==> src/rtl/vga_pkg.sv <==
`default_nettype none
// +----------------------------------------------------------------------------+
// | Package     : vga_pkg                                                      |
// | Description : Shared display geometry, pixel type and fill FSM states.     |
// | Revision    : 1.0                                                          |
// +----------------------------------------------------------------------------+
package vga_pkg;

    localparam int H_RES  = 640;
    localparam int V_RES  = 480;
    localparam int ADDR_W = 19;

    typedef logic [11:0] rgb444_t;

    typedef enum logic [1:0] {
        ST_IDLE  = 2'd0,
        ST_FILL  = 2'd1,
        ST_CLEAR = 2'd2
    } fill_state_t;

endpackage
`default_nettype wire

==> src/rtl/fb_scan_ctr.sv <==
`default_nettype none
// +----------------------------------------------------------------------------+
// | Module      : fb_scan_ctr                                                  |
// | Description : Row-major x/row_base scan counter with load, step and        |
// |               last-pixel flag; address is kept incrementally.              |
// | Revision    : 1.0                                                          |
// +----------------------------------------------------------------------------+
module fb_scan_ctr
    import vga_pkg::*;
#(
    parameter int H_RES      = vga_pkg::H_RES,
    parameter int ADDR_W     = vga_pkg::ADDR_W,
    parameter int RST_X_LAST = 0,
    parameter int RST_Y_LAST = 0
) (
    input  logic              clk,
    input  logic              rst_n,
    input  logic              load_i,
    input  logic              step_i,
    input  logic [9:0]        x0_i,
    input  logic [8:0]        y0_i,
    input  logic [9:0]        x_last_i,
    input  logic [8:0]        y_last_i,
    output logic [ADDR_W-1:0] addr_o,
    output logic              last_o
);

    logic [9:0]        x_q, x_d, x0_q, x_last_q;
    logic [8:0]        y_q, y_d, y_last_q;
    logic [ADDR_W-1:0] row_base_q, row_base_d;
    logic [ADDR_W-1:0] addr_q, addr_d;
    logic [ADDR_W-1:0] w_load_base, w_next_base;
    logic              w_row_end;

    generate
        if (H_RES == 640) begin : g_shift_add
            assign w_load_base = (ADDR_W'(y0_i) << 9) + (ADDR_W'(y0_i) << 7);
        end else begin : g_const_mult
            assign w_load_base = ADDR_W'(y0_i) * ADDR_W'(H_RES);
        end
    endgenerate

    assign w_next_base = row_base_q + ADDR_W'(H_RES);
    assign w_row_end   = (x_q == x_last_q);
    assign last_o      = w_row_end && (y_q == y_last_q);
    assign addr_o      = addr_q;

    always_comb begin
        x_d        = x_q;
        y_d        = y_q;
        row_base_d = row_base_q;
        addr_d     = addr_q;
        if (load_i) begin
            x_d        = x0_i;
            y_d        = y0_i;
            row_base_d = w_load_base;
            addr_d     = w_load_base + ADDR_W'(x0_i);
        end else if (step_i) begin
            if (w_row_end) begin
                x_d        = x0_q;
                y_d        = y_q + 9'd1;
                row_base_d = w_next_base;
                addr_d     = w_next_base + ADDR_W'(x0_q);
            end else begin
                x_d    = x_q + 10'd1;
                addr_d = addr_q + ADDR_W'(1);
            end
        end
    end

    // Reset bounds let the same counter run a full-frame sweep without a load.
    always_ff @(posedge clk or negedge rst_n) begin
        if (!rst_n) begin
            x_q        <= '0;
            y_q        <= '0;
            x0_q       <= '0;
            x_last_q   <= 10'(RST_X_LAST);
            y_last_q   <= 9'(RST_Y_LAST);
            row_base_q <= '0;
            addr_q     <= '0;
        end else begin
            x_q        <= x_d;
            y_q        <= y_d;
            row_base_q <= row_base_d;
            addr_q     <= addr_d;
            if (load_i) begin
                x0_q     <= x0_i;
                x_last_q <= x_last_i;
                y_last_q <= y_last_i;
            end
        end
    end

endmodule
`default_nettype wire

==> src/rtl/vga_rect_fill.sv <==
`default_nettype none
// +----------------------------------------------------------------------------+
// | Module      : vga_rect_fill                                                |
// | Description : Clipped rectangle-fill writer for the VGA frame buffer.      |
// |               Optional reset clear sweep: VGA_RECT_FILL_CLEAR_ON_RESET_EN. |
// | Revision    : 1.0                                                          |
// +----------------------------------------------------------------------------+
module vga_rect_fill
    import vga_pkg::*;
#(
    parameter int      H_RES        = vga_pkg::H_RES,
    parameter int      V_RES        = vga_pkg::V_RES,
    parameter int      ADDR_W       = vga_pkg::ADDR_W,
    parameter rgb444_t CLEAR_COLOUR = 12'h000
) (
    input  logic              clk,
    input  logic              rst_n,
    input  logic              cmd_valid,
    output logic              cmd_ready,
    input  logic [9:0]        cmd_x0,
    input  logic [8:0]        cmd_y0,
    input  logic [9:0]        cmd_w,
    input  logic [8:0]        cmd_h,
    input  logic [11:0]       cmd_colour,
    output logic              fb_we,
    output logic [ADDR_W-1:0] fb_addr,
    output logic [11:0]       fb_data,
    output logic              busy,
    output logic              done
);

`ifdef VGA_RECT_FILL_CLEAR_ON_RESET_EN
    localparam fill_state_t RST_STATE    = ST_CLEAR;
    localparam logic        RST_BUSY     = 1'b1;
    localparam int          SWEEP_X_LAST = H_RES - 1;
    localparam int          SWEEP_Y_LAST = V_RES - 1;
`else
    localparam fill_state_t RST_STATE    = ST_IDLE;
    localparam logic        RST_BUSY     = 1'b0;
    localparam int          SWEEP_X_LAST = 0;
    localparam int          SWEEP_Y_LAST = 0;
`endif

    fill_state_t       state_q;
    logic              fb_we_q;
    rgb444_t           fb_data_q;
    logic              busy_q;
    logic              done_q;

    logic [10:0]       w_x_sum, w_x_end;
    logic [9:0]        w_y_sum, w_y_end;
    logic [9:0]        w_x_last;
    logic [8:0]        w_y_last;
    logic              w_empty, w_accept, w_load, w_step, w_last;
    logic [ADDR_W-1:0] w_ctr_addr;

    assign w_x_sum  = {1'b0, cmd_x0} + {1'b0, cmd_w};
    assign w_y_sum  = {1'b0, cmd_y0} + {1'b0, cmd_h};
    assign w_x_end  = (w_x_sum > 11'(H_RES)) ? 11'(H_RES) : w_x_sum;
    assign w_y_end  = (w_y_sum > 10'(V_RES)) ? 10'(V_RES) : w_y_sum;
    assign w_x_last = 10'(w_x_end - 11'd1);
    assign w_y_last = 9'(w_y_end - 10'd1);
    assign w_empty  = (cmd_w == 10'd0) || (cmd_h == 9'd0) ||
                      ({1'b0, cmd_x0} >= 11'(H_RES)) || ({1'b0, cmd_y0} >= 10'(V_RES));

    assign cmd_ready = (state_q == ST_IDLE);
    assign w_accept  = cmd_valid && cmd_ready;
    assign w_load    = w_accept && !w_empty;
    // The sweep's first edge only raises fb_we; the counter already sits at address 0.
    assign w_step    = !w_last && ((state_q == ST_FILL) ||
                                   ((state_q == ST_CLEAR) && fb_we_q));

    fb_scan_ctr #(
        .H_RES      (H_RES),
        .ADDR_W     (ADDR_W),
        .RST_X_LAST (SWEEP_X_LAST),
        .RST_Y_LAST (SWEEP_Y_LAST)
    ) u_scan (
        .clk      (clk),
        .rst_n    (rst_n),
        .load_i   (w_load),
        .step_i   (w_step),
        .x0_i     (cmd_x0),
        .y0_i     (cmd_y0),
        .x_last_i (w_x_last),
        .y_last_i (w_y_last),
        .addr_o   (w_ctr_addr),
        .last_o   (w_last)
    );

    always_ff @(posedge clk or negedge rst_n) begin
        if (!rst_n) begin
            state_q   <= RST_STATE;
            fb_we_q   <= 1'b0;
            fb_data_q <= '0;
            busy_q    <= RST_BUSY;
            done_q    <= 1'b0;
        end else begin
            done_q <= 1'b0;
            unique case (state_q)
                ST_IDLE: begin
                    if (w_accept) begin
                        if (w_empty) begin
                            done_q <= 1'b1;
                        end else begin
                            state_q   <= ST_FILL;
                            busy_q    <= 1'b1;
                            fb_we_q   <= 1'b1;
                            fb_data_q <= cmd_colour;
                        end
                    end
                end
                ST_FILL: begin
                    if (w_last) begin
                        state_q <= ST_IDLE;
                        busy_q  <= 1'b0;
                        fb_we_q <= 1'b0;
                        done_q  <= 1'b1;
                    end
                end
                ST_CLEAR: begin
                    if (!fb_we_q) begin
                        fb_we_q   <= 1'b1;
                        fb_data_q <= CLEAR_COLOUR;
                    end else if (w_last) begin
                        state_q <= ST_IDLE;
                        busy_q  <= 1'b0;
                        fb_we_q <= 1'b0;
                    end
                end
                default: begin
                    state_q <= ST_IDLE;
                    busy_q  <= 1'b0;
                    fb_we_q <= 1'b0;
                end
            endcase
        end
    end

    assign fb_we   = fb_we_q;
    assign fb_addr = w_ctr_addr;
    assign fb_data = fb_data_q;
    assign busy    = busy_q;
    assign done    = done_q;

endmodule
`default_nettype wire

==> config.mk <==
export PLATFORM = sky130hd
export DESIGN_NAME = vga_rect_fill
export DESIGN_NICKNAME = d
export VERILOG_FILES = /design/src/rtl/vga_pkg.sv /design/src/rtl/fb_scan_ctr.sv /design/src/rtl/vga_rect_fill.sv
export SDC_FILE = /design/constraint.sdc
export NUM_CORES = 1
export LEC_CHECK = 0
export BUFFER_PORTS_ARGS = -buffer_cell sky130_fd_sc_hd__buf_2
export CORE_ASPECT_RATIO = 0.6
export CORE_MARGIN = 2
export CORE_UTILIZATION = 30
export DETAILED_ROUTE_END_ITERATION = 6
export GPL_ROUTABILITY_DRIVEN = 0
export HOLD_SLACK_MARGIN = 0.15
export PLACE_DENSITY_LB_ADDON = 0.08
export SLEW_MARGIN = 20
export SYNTH_ARGS = -nofsm -noshare
export SYNTH_HDL_FRONTEND = slang
export SYNTH_SLANG_ARGS = --single-unit
==> constraint.sdc <==
create_clock -name clk -period 3.81 [get_ports clk]
set_input_delay 0.381 -clock clk [delete_from_list [all_inputs] [get_ports clk]]
set_output_delay 0.381 -clock clk [all_outputs]
set_load 0.01 [all_outputs]
==> impl_metrics.ini, run 1 <==
[logic_synthesis]
synth_top_area_cell = dfrtp_1
yosys-top-cells-count = 133 x nand2_1, 93 x dfrtp_1, 78 x nor2_1, 65 x a21oi_1, 47 x xor2_1
synth_cell_types = 67
ys_async_sr_fraction = 1.00
syn_inst = 876
synth_xor_area_frac = 0.107
synthTopCellsByArea = dfrtp_1 33%, nand2_1 7.0%, ha_1 6.7%
synthesis.nets = 971
synth_most_common_cell = nand2_1
synth.top_cell.area_share = 0.328
synth.avg_cell_area_sq_um = 8.10
synth_top_family_by_area = simple AND/OR/NAND/NOR gates
synth_seq_cells = 93
synth_compound_area_frac = 0.211
synth-simple-area-share = 0.227
synthAdderAreaFrac = 0.0783
yosysWarnings = 0
synthFlopType = dfrtp_1
synth_edf_count = 0
syn_area_sq_um = 7090
ys_seq_area_frac = 0.328
muxShareOfSynthArea = 0.00706

[floorplan]
start_util = 0.307
coreArea_sq_um = 23100
io_pins = 88
die_w_microns = 203
die-area_sq_um = 24900
rows = 43
die_h_microns = 123

[sta]
rsz0062_at_grt = false
fin_skew_ns = 0.00986
setup_ws_ns = 0.285
final_hold_viol_count = 0
setup_tns_ns = 0
setup_violations = 0
max_freq_mhz = 284
period_needed_ns = 3.53
final_max_slew_viol_count = 0
worst_slew_pin_slew_ns = 0.688
post-route-period-util = 0.925
slew_headroom = 0.541

[min_path]
worst_hold_path_type = input pin to flop

[layout]
nFillCells = 2476
register_area_sq_um = 2330
final_cells = 1287
syn2layout_area_growth_pct = 18.3
nNetsFinal = 1063
drive_gt1_frac = 0.164
multiInputGateArea_sq_um = 4490
antenna_cells = 0

[worst_setup_path]
worstPathRequired_ns = 4.08
endpoint_kind = flop
cp_top_family = simple AND/OR/NAND/NOR gates
slowest_delay_ns = 0.56
crit_end = u_scan.x_last_q[4]$_DFFE_PN0P_
crit_path_frequent_cell = nand2_1
cp.depth = 18
cp.arrival_ns = 3.79
rr_worst_depth = 10
r2r-end = u_scan.addr_o[18]$_DFFE_PN0P_
critPathLaunch = cmd_w[0]
slowest_stage = or4_4
critPathBufInv = 2
cp_max_fo = 8
start_kind = input pin
r2r_start = u_scan.row_base_q[7]$_DFFE_PN0P_
worstSetupPathType = input pin to flop
r2r_slack_ns = 0.68
cp_cell_sequence = buf_2 -> ha_1 -> inv_1 -> fa_1 -> nand2b_1 -> a21oi_1 -> or4_1 -> o2111ai_1 -> or4_4 -> a21o_1 -> nand2_1 -> nand2_1 -> ha_1 -> nand2_1 -> o21ai_0 -> a211oi_1 -> nor3_1 -> o22ai_1

[global_route]
antenna_found_initial = 0
grt_pass1_vias = 5869
grt_pass1_wl_mm = 35.6
grt_max_degree = 57
grt_overflow = 0
grt_use_total = 0.187

[clock_tree]
cts_sinks = 93
h-tree-depth = 3
clock_latency_ns = 0.35
cts-root-buf = clkbuf_16
postCtsSetupBuffers = 0
ctsResizeCount = 0
cts_tree = yes
clk_pin_slew_ns = 0.07
cts_buffers = 9
clockBufferDepth = 2

[route]
route.detailed.drc = 0
firstDrtPassIters = 5
post_drt_wl_per_cell_microns = 17.7
num_vias = 6586
drt_wl_total_mm = 22.8
drt_iter0_drc = 448
vias_per_cell = 5.12
ant_nets = 0

[status]
outcome = completed

[job]
maxCapViolCount = 0

[placement]
hpwl_mm = 18.0
dp_slack_ns = -0.0694
place_inst = 1271
portBuffers = 87

[power]
p_leak_nw = 3.72
p_total_mw = 4.37
vdd_drop_max_uv = 234
power_density_nw_per_um2 = 521
## cells by family after synthesis
logic type                 Yosys count
adders and majority gates           42
xor gates and xnor gates            86
and+or+nand+nor                    344
buffers and inverters               67
AOI/OAI and AO/OA                  239
DFF                                 93
muxes                                5
## cell type report
type / count / area share
clock inverters: 4 / 0.0113
clock buffers: 11 / 0.0301
multi-input cells: 716 / 0.535
repair buffers: 124 / 0.0886
flip-flops and latches: 93 / 0.277
well taps: 315 / 0.0470
inverters: 24 / 0.0107
## flip-flops by register name, summed over array words and instances (netlist names)
register / cells
fb_data: 12
done: 1
u_scan.y_q: 9
u_scan.addr_o: 19
fb_we: 1
u_scan.x0_q: 10
u_scan.y_last_q: 9
u_scan.x_q: 10
u_scan.row_base_q: 12
u_scan.x_last_q: 10
## where the power goes
| part | internal, mW | leakage (nW) | total, mW | switching, mW |
|---|---|---|---|---|
| logic | 0.766 | 2.44 | 1.71 | 0.944 |
| registers | 1.23 | 1.11 | 1.59 | 0.364 |
| clock network | 0.673 | 0.172 | 1.07 | 0.397 |
| total | 2.67 | 3.72 | 4.37 | 1.70 |
## worst min path at each step
stage / startpoint / endpoint / slack, ns / cells after the start
after floorplan: rst_n / done$_DFF_PN0_ / 0.09 / 0
after detailed placement: rst_n / u_scan.row_base_q[17]$_DFFE_PN0P_ / 0.35 / 1
after global placement: rst_n / u_scan.row_base_q[17]$_DFFE_PN0P_ / 0.35 / 1
after global routing: cmd_colour[4] / fb_data[4]$_DFFE_PN0P_ / 0.22 / 3
after CTS: cmd_colour[10] / fb_data[10]$_DFFE_PN0P_ / 0.21 / 3
final: cmd_colour[8] / fb_data[8]$_DFFE_PN0P_ / 0.22 / 3
## worst min-delay path: cells and delay by family
family                 cells  cell delay [ns]
and+or+nand+nor            2             0.09
buffers and inverters      1             0.07
## metal layers
layer | share of wire | track usage | vias up
met3 | 0.054 | 0.0432 | 4
li1 | - | - | 3317
met5 | 0 | 0 | -
met2 | 0.36 | 0.232 | 143
met1 | 0.58 | 0.317 | 3122
met4 | 0.0027 | 0.0205 | 0
## layout by cell type (no fill, tap or decap), types with 4 or more instances in the layout
| cell type | instances |
|---|---|
| nand2b_1 | 9 |
| a21oi_1 | 65 |
| xnor2_1 | 38 |
| dfrtp_1 | 93 |
| buf_2 | 86 |
| o22ai_1 | 14 |
| clkbuf_16 | 9 |
| a21o_1 | 11 |
| o221ai_1 | 4 |
| fa_1 | 4 |
| nor2_1 | 78 |
| inv_1 | 21 |
| nand2_1 | 133 |
| xor2_1 | 47 |
| mux2i_1 | 5 |
| o31ai_1 | 4 |
| nor2b_1 | 8 |
| o211ai_1 | 5 |
| ha_1 | 38 |
| and2_1 | 4 |
| and3_1 | 11 |
| nand4_1 | 18 |
| o21ai_1 | 38 |
| buf_4 | 35 |
| or3_1 | 8 |
| o21ai_0 | 27 |
| a31oi_1 | 23 |
| a211oi_1 | 15 |
| nor3_1 | 23 |
| nor4_1 | 7 |
| nand3_1 | 23 |
| o21a_1 | 9 |
## what timing repair did
action | CTS | global route
hold buffers | 1 | 0
setup endpoints to repair | 0 | 0
endpoints found under the hold margin | 28 | 0
## through the flow
step / area, sq um / hold WS, ns / util
2_1_floorplan: 7090 / 0.0854 / -
3_3_place_gp: 8030 / 0.353 / 0.347
3_5_place_dp: 8030 / 0.354 / 0.347
4_1_cts: 8390 / 0.207 / 0.363
5_1_grt: 8390 / 0.222 / 0.363
6_report: 8390 / 0.220 / 0.363
Note: power is estimated with default switching activity, not from simulation.
==> run 2: changes to the inputs <==
--- a/config.mk
+++ b/config.mk
@@ -12,7 +12,6 @@
 export DETAILED_ROUTE_END_ITERATION = 6
 export GPL_ROUTABILITY_DRIVEN = 0
 export HOLD_SLACK_MARGIN = 0.15
-export PLACE_DENSITY_LB_ADDON = 0.08
 export SLEW_MARGIN = 20
 export SYNTH_ARGS = -nofsm -noshare
 export SYNTH_HDL_FRONTEND = slang
==> impl_metrics.ini, run 2 (synthesis gave the netlist of run 1 again) <==
[layout]
final_cells = 1270
largest_reg_flops = 19
layout_commonest_cell = nand2_1
stdcell_area_sq_um = 8170
nNetsFinal = 1045
drive_gt1_frac = 0.151
antenna_cells = 0
nFillCells = 2455
syn2layout_area_growth_pct = 15.2
layout_common_cells = 133 x nand2_1, 93 x dfrtp_1, 86 x buf_2

[worst_setup_path]
start_kind = input pin
r2r-end = u_scan.addr_o[18]$_DFFE_PN0P_
worstSetupPathType = input pin to flop
worstPathRequired_ns = 4.06
critPathLaunch = cmd_y0[0]
r2r_slack_ns = 0.63
endpoint_kind = flop
cp_cell_sequence = buf_2 -> ha_1 -> inv_1 -> fa_1 -> nand2b_1 -> a21oi_1 -> nand2b_1 -> a31o_2 -> xor2_1 -> a41o_1 -> inv_2 -> nand2_1 -> ha_1 -> or4b_4 -> a211oi_2 -> xor2_1 -> o21ai_1 -> nand2_1
critPathBufInv = 3
cp.arrival_ns = 3.66
rr_worst_depth = 10
cp_top_family = compound AO/OA/AOI/OAI gates
cp_max_fo = 5
r2r_start = u_scan.row_base_q[7]$_DFFE_PN0P_
slowest_stage = or4b_4
slowest_delay_ns = 0.48

[global_route]
antenna_found_initial = 0
grt_pass1_wl_mm = 33.6
grt_use_total = 0.173
grt_max_degree = 93
grt_overflow = 0
grt_pass1_vias = 5994

[floorplan]
die_w_microns = 203
die_h_microns = 123
start_util = 0.307
io_pins = 88
die-area_sq_um = 24900
rows = 43
coreArea_sq_um = 23100

[clock_tree]
clock_latency_ns = 0.36
cts_tree = yes
cts_hold_buf = 0
cts_buffers = 9
clk_pin_slew_ns = 0.07
clockBufferDepth = 2
ctsResizeCount = 0
h-tree-depth = 3
cts_sinks = 93
postCtsSetupBuffers = 0
cts-root-buf = clkbuf_16

[power]
vdd_drop_max_uv = 205
p_leak_nw = 3.59
power_density_nw_per_um2 = 504

[sta]
fin_skew_ns = 0.00975
final_max_slew_viol_count = 0
post-route-period-util = 0.896
period_needed_ns = 3.41
setup_tns_ns = 0
final_hold_viol_count = 0
setup_violations = 0
max_freq_mhz = 293
rsz0062_at_grt = false
whs_ns = 0.125
worst_slew_pin_slew_ns = 0.889
slew_headroom = 0.407

[status]
outcome = completed

[route]
route.detailed.drc = 0
post_drt_wl_per_cell_microns = 16.6
num_vias = 6654
drt_iter0_drc = 668
ant_nets = 0
vias_per_cell = 5.24
firstDrtPassIters = 5
drt_wl_total_mm = 21.0

[placement]
place_inst = 1254
portBuffers = 87
dpl_cell_area_sq_um = 7890
hpwl_mm = 15.8

[job]
maxCapViolCount = 0

[min_path]
worst_hold_path_type = input pin to asynchronous set/reset pin
[run 2: power breakdown]
| part | switching (mW) | internal (mW) |
|---|---|---|
| Clock | 0.433 | 0.454 |
| Sequential | 0.357 | 1.23 |
| Combinational | 0.899 | 0.743 |
[run 2: cell type report]
class	instances	area, sq um	share of cell area
Tap cell	315	394	0.0483
Clock buffer	9	225	0.0276
Clock inverter	7	57.6	0.00705
Sequential cell	93	2330	0.285
Multi-Input combinational cell	716	4480	0.549
Inverter	24	90.1	0.0110
Timing Repair Buffer	106	593	0.0726
[run 2: metal layers]
metal  vias to the layer above  wire, microns  global-route usage
li1                       3274              -                   -
met1                      3134          11400               0.282
met2                       235           7940               0.229
met3                        11           1510              0.0356
met4                         0            155              0.0278
met5                         -              0                   0
[run 2: worst max path at each step]
stage	end	cells after the start	slack, ns
3_3_place_gp	u_scan.y_last_q[8]$_DFFE_PN0P_	18	0.11
5_1_grt	u_scan.y_last_q[8]$_DFFE_PN0P_	18	0.14
2_1_floorplan	u_scan.y_last_q[8]$_DFFE_PN0P_	16	0.27
4_1_cts	u_scan.y_last_q[8]$_DFFE_PN0P_	18	0.40
3_5_place_dp	u_scan.y_last_q[8]$_DFFE_PN0P_	18	0.03
6_report	u_scan.y_last_q[8]$_DFFE_PN0P_	18	0.40
[run 2: worst register-to-register path: stages (launching register included)]
cell and delay [ns]:
dfrtp_1 0.46, ha_1 0.37, ha_1 0.32, a21o_1 0.19
a21oi_1 0.14, or4_1 0.65, a2111oi_0 0.41, a31oi_1 0.10
xnor2_1 0.15, o211ai_1 0.16, o21ai_1 0.09
[run 2: stage by stage]
step	power [mW]	util	setup WS [ns]
final	4.11	0.353	0.395
after detailed placement	3.22	0.341	0.0266
after floorplan	2.68	-	0.274
after global placement	3.20	0.341	0.110
after global routing	4.43	0.353	0.142
after CTS	4.13	0.353	0.396
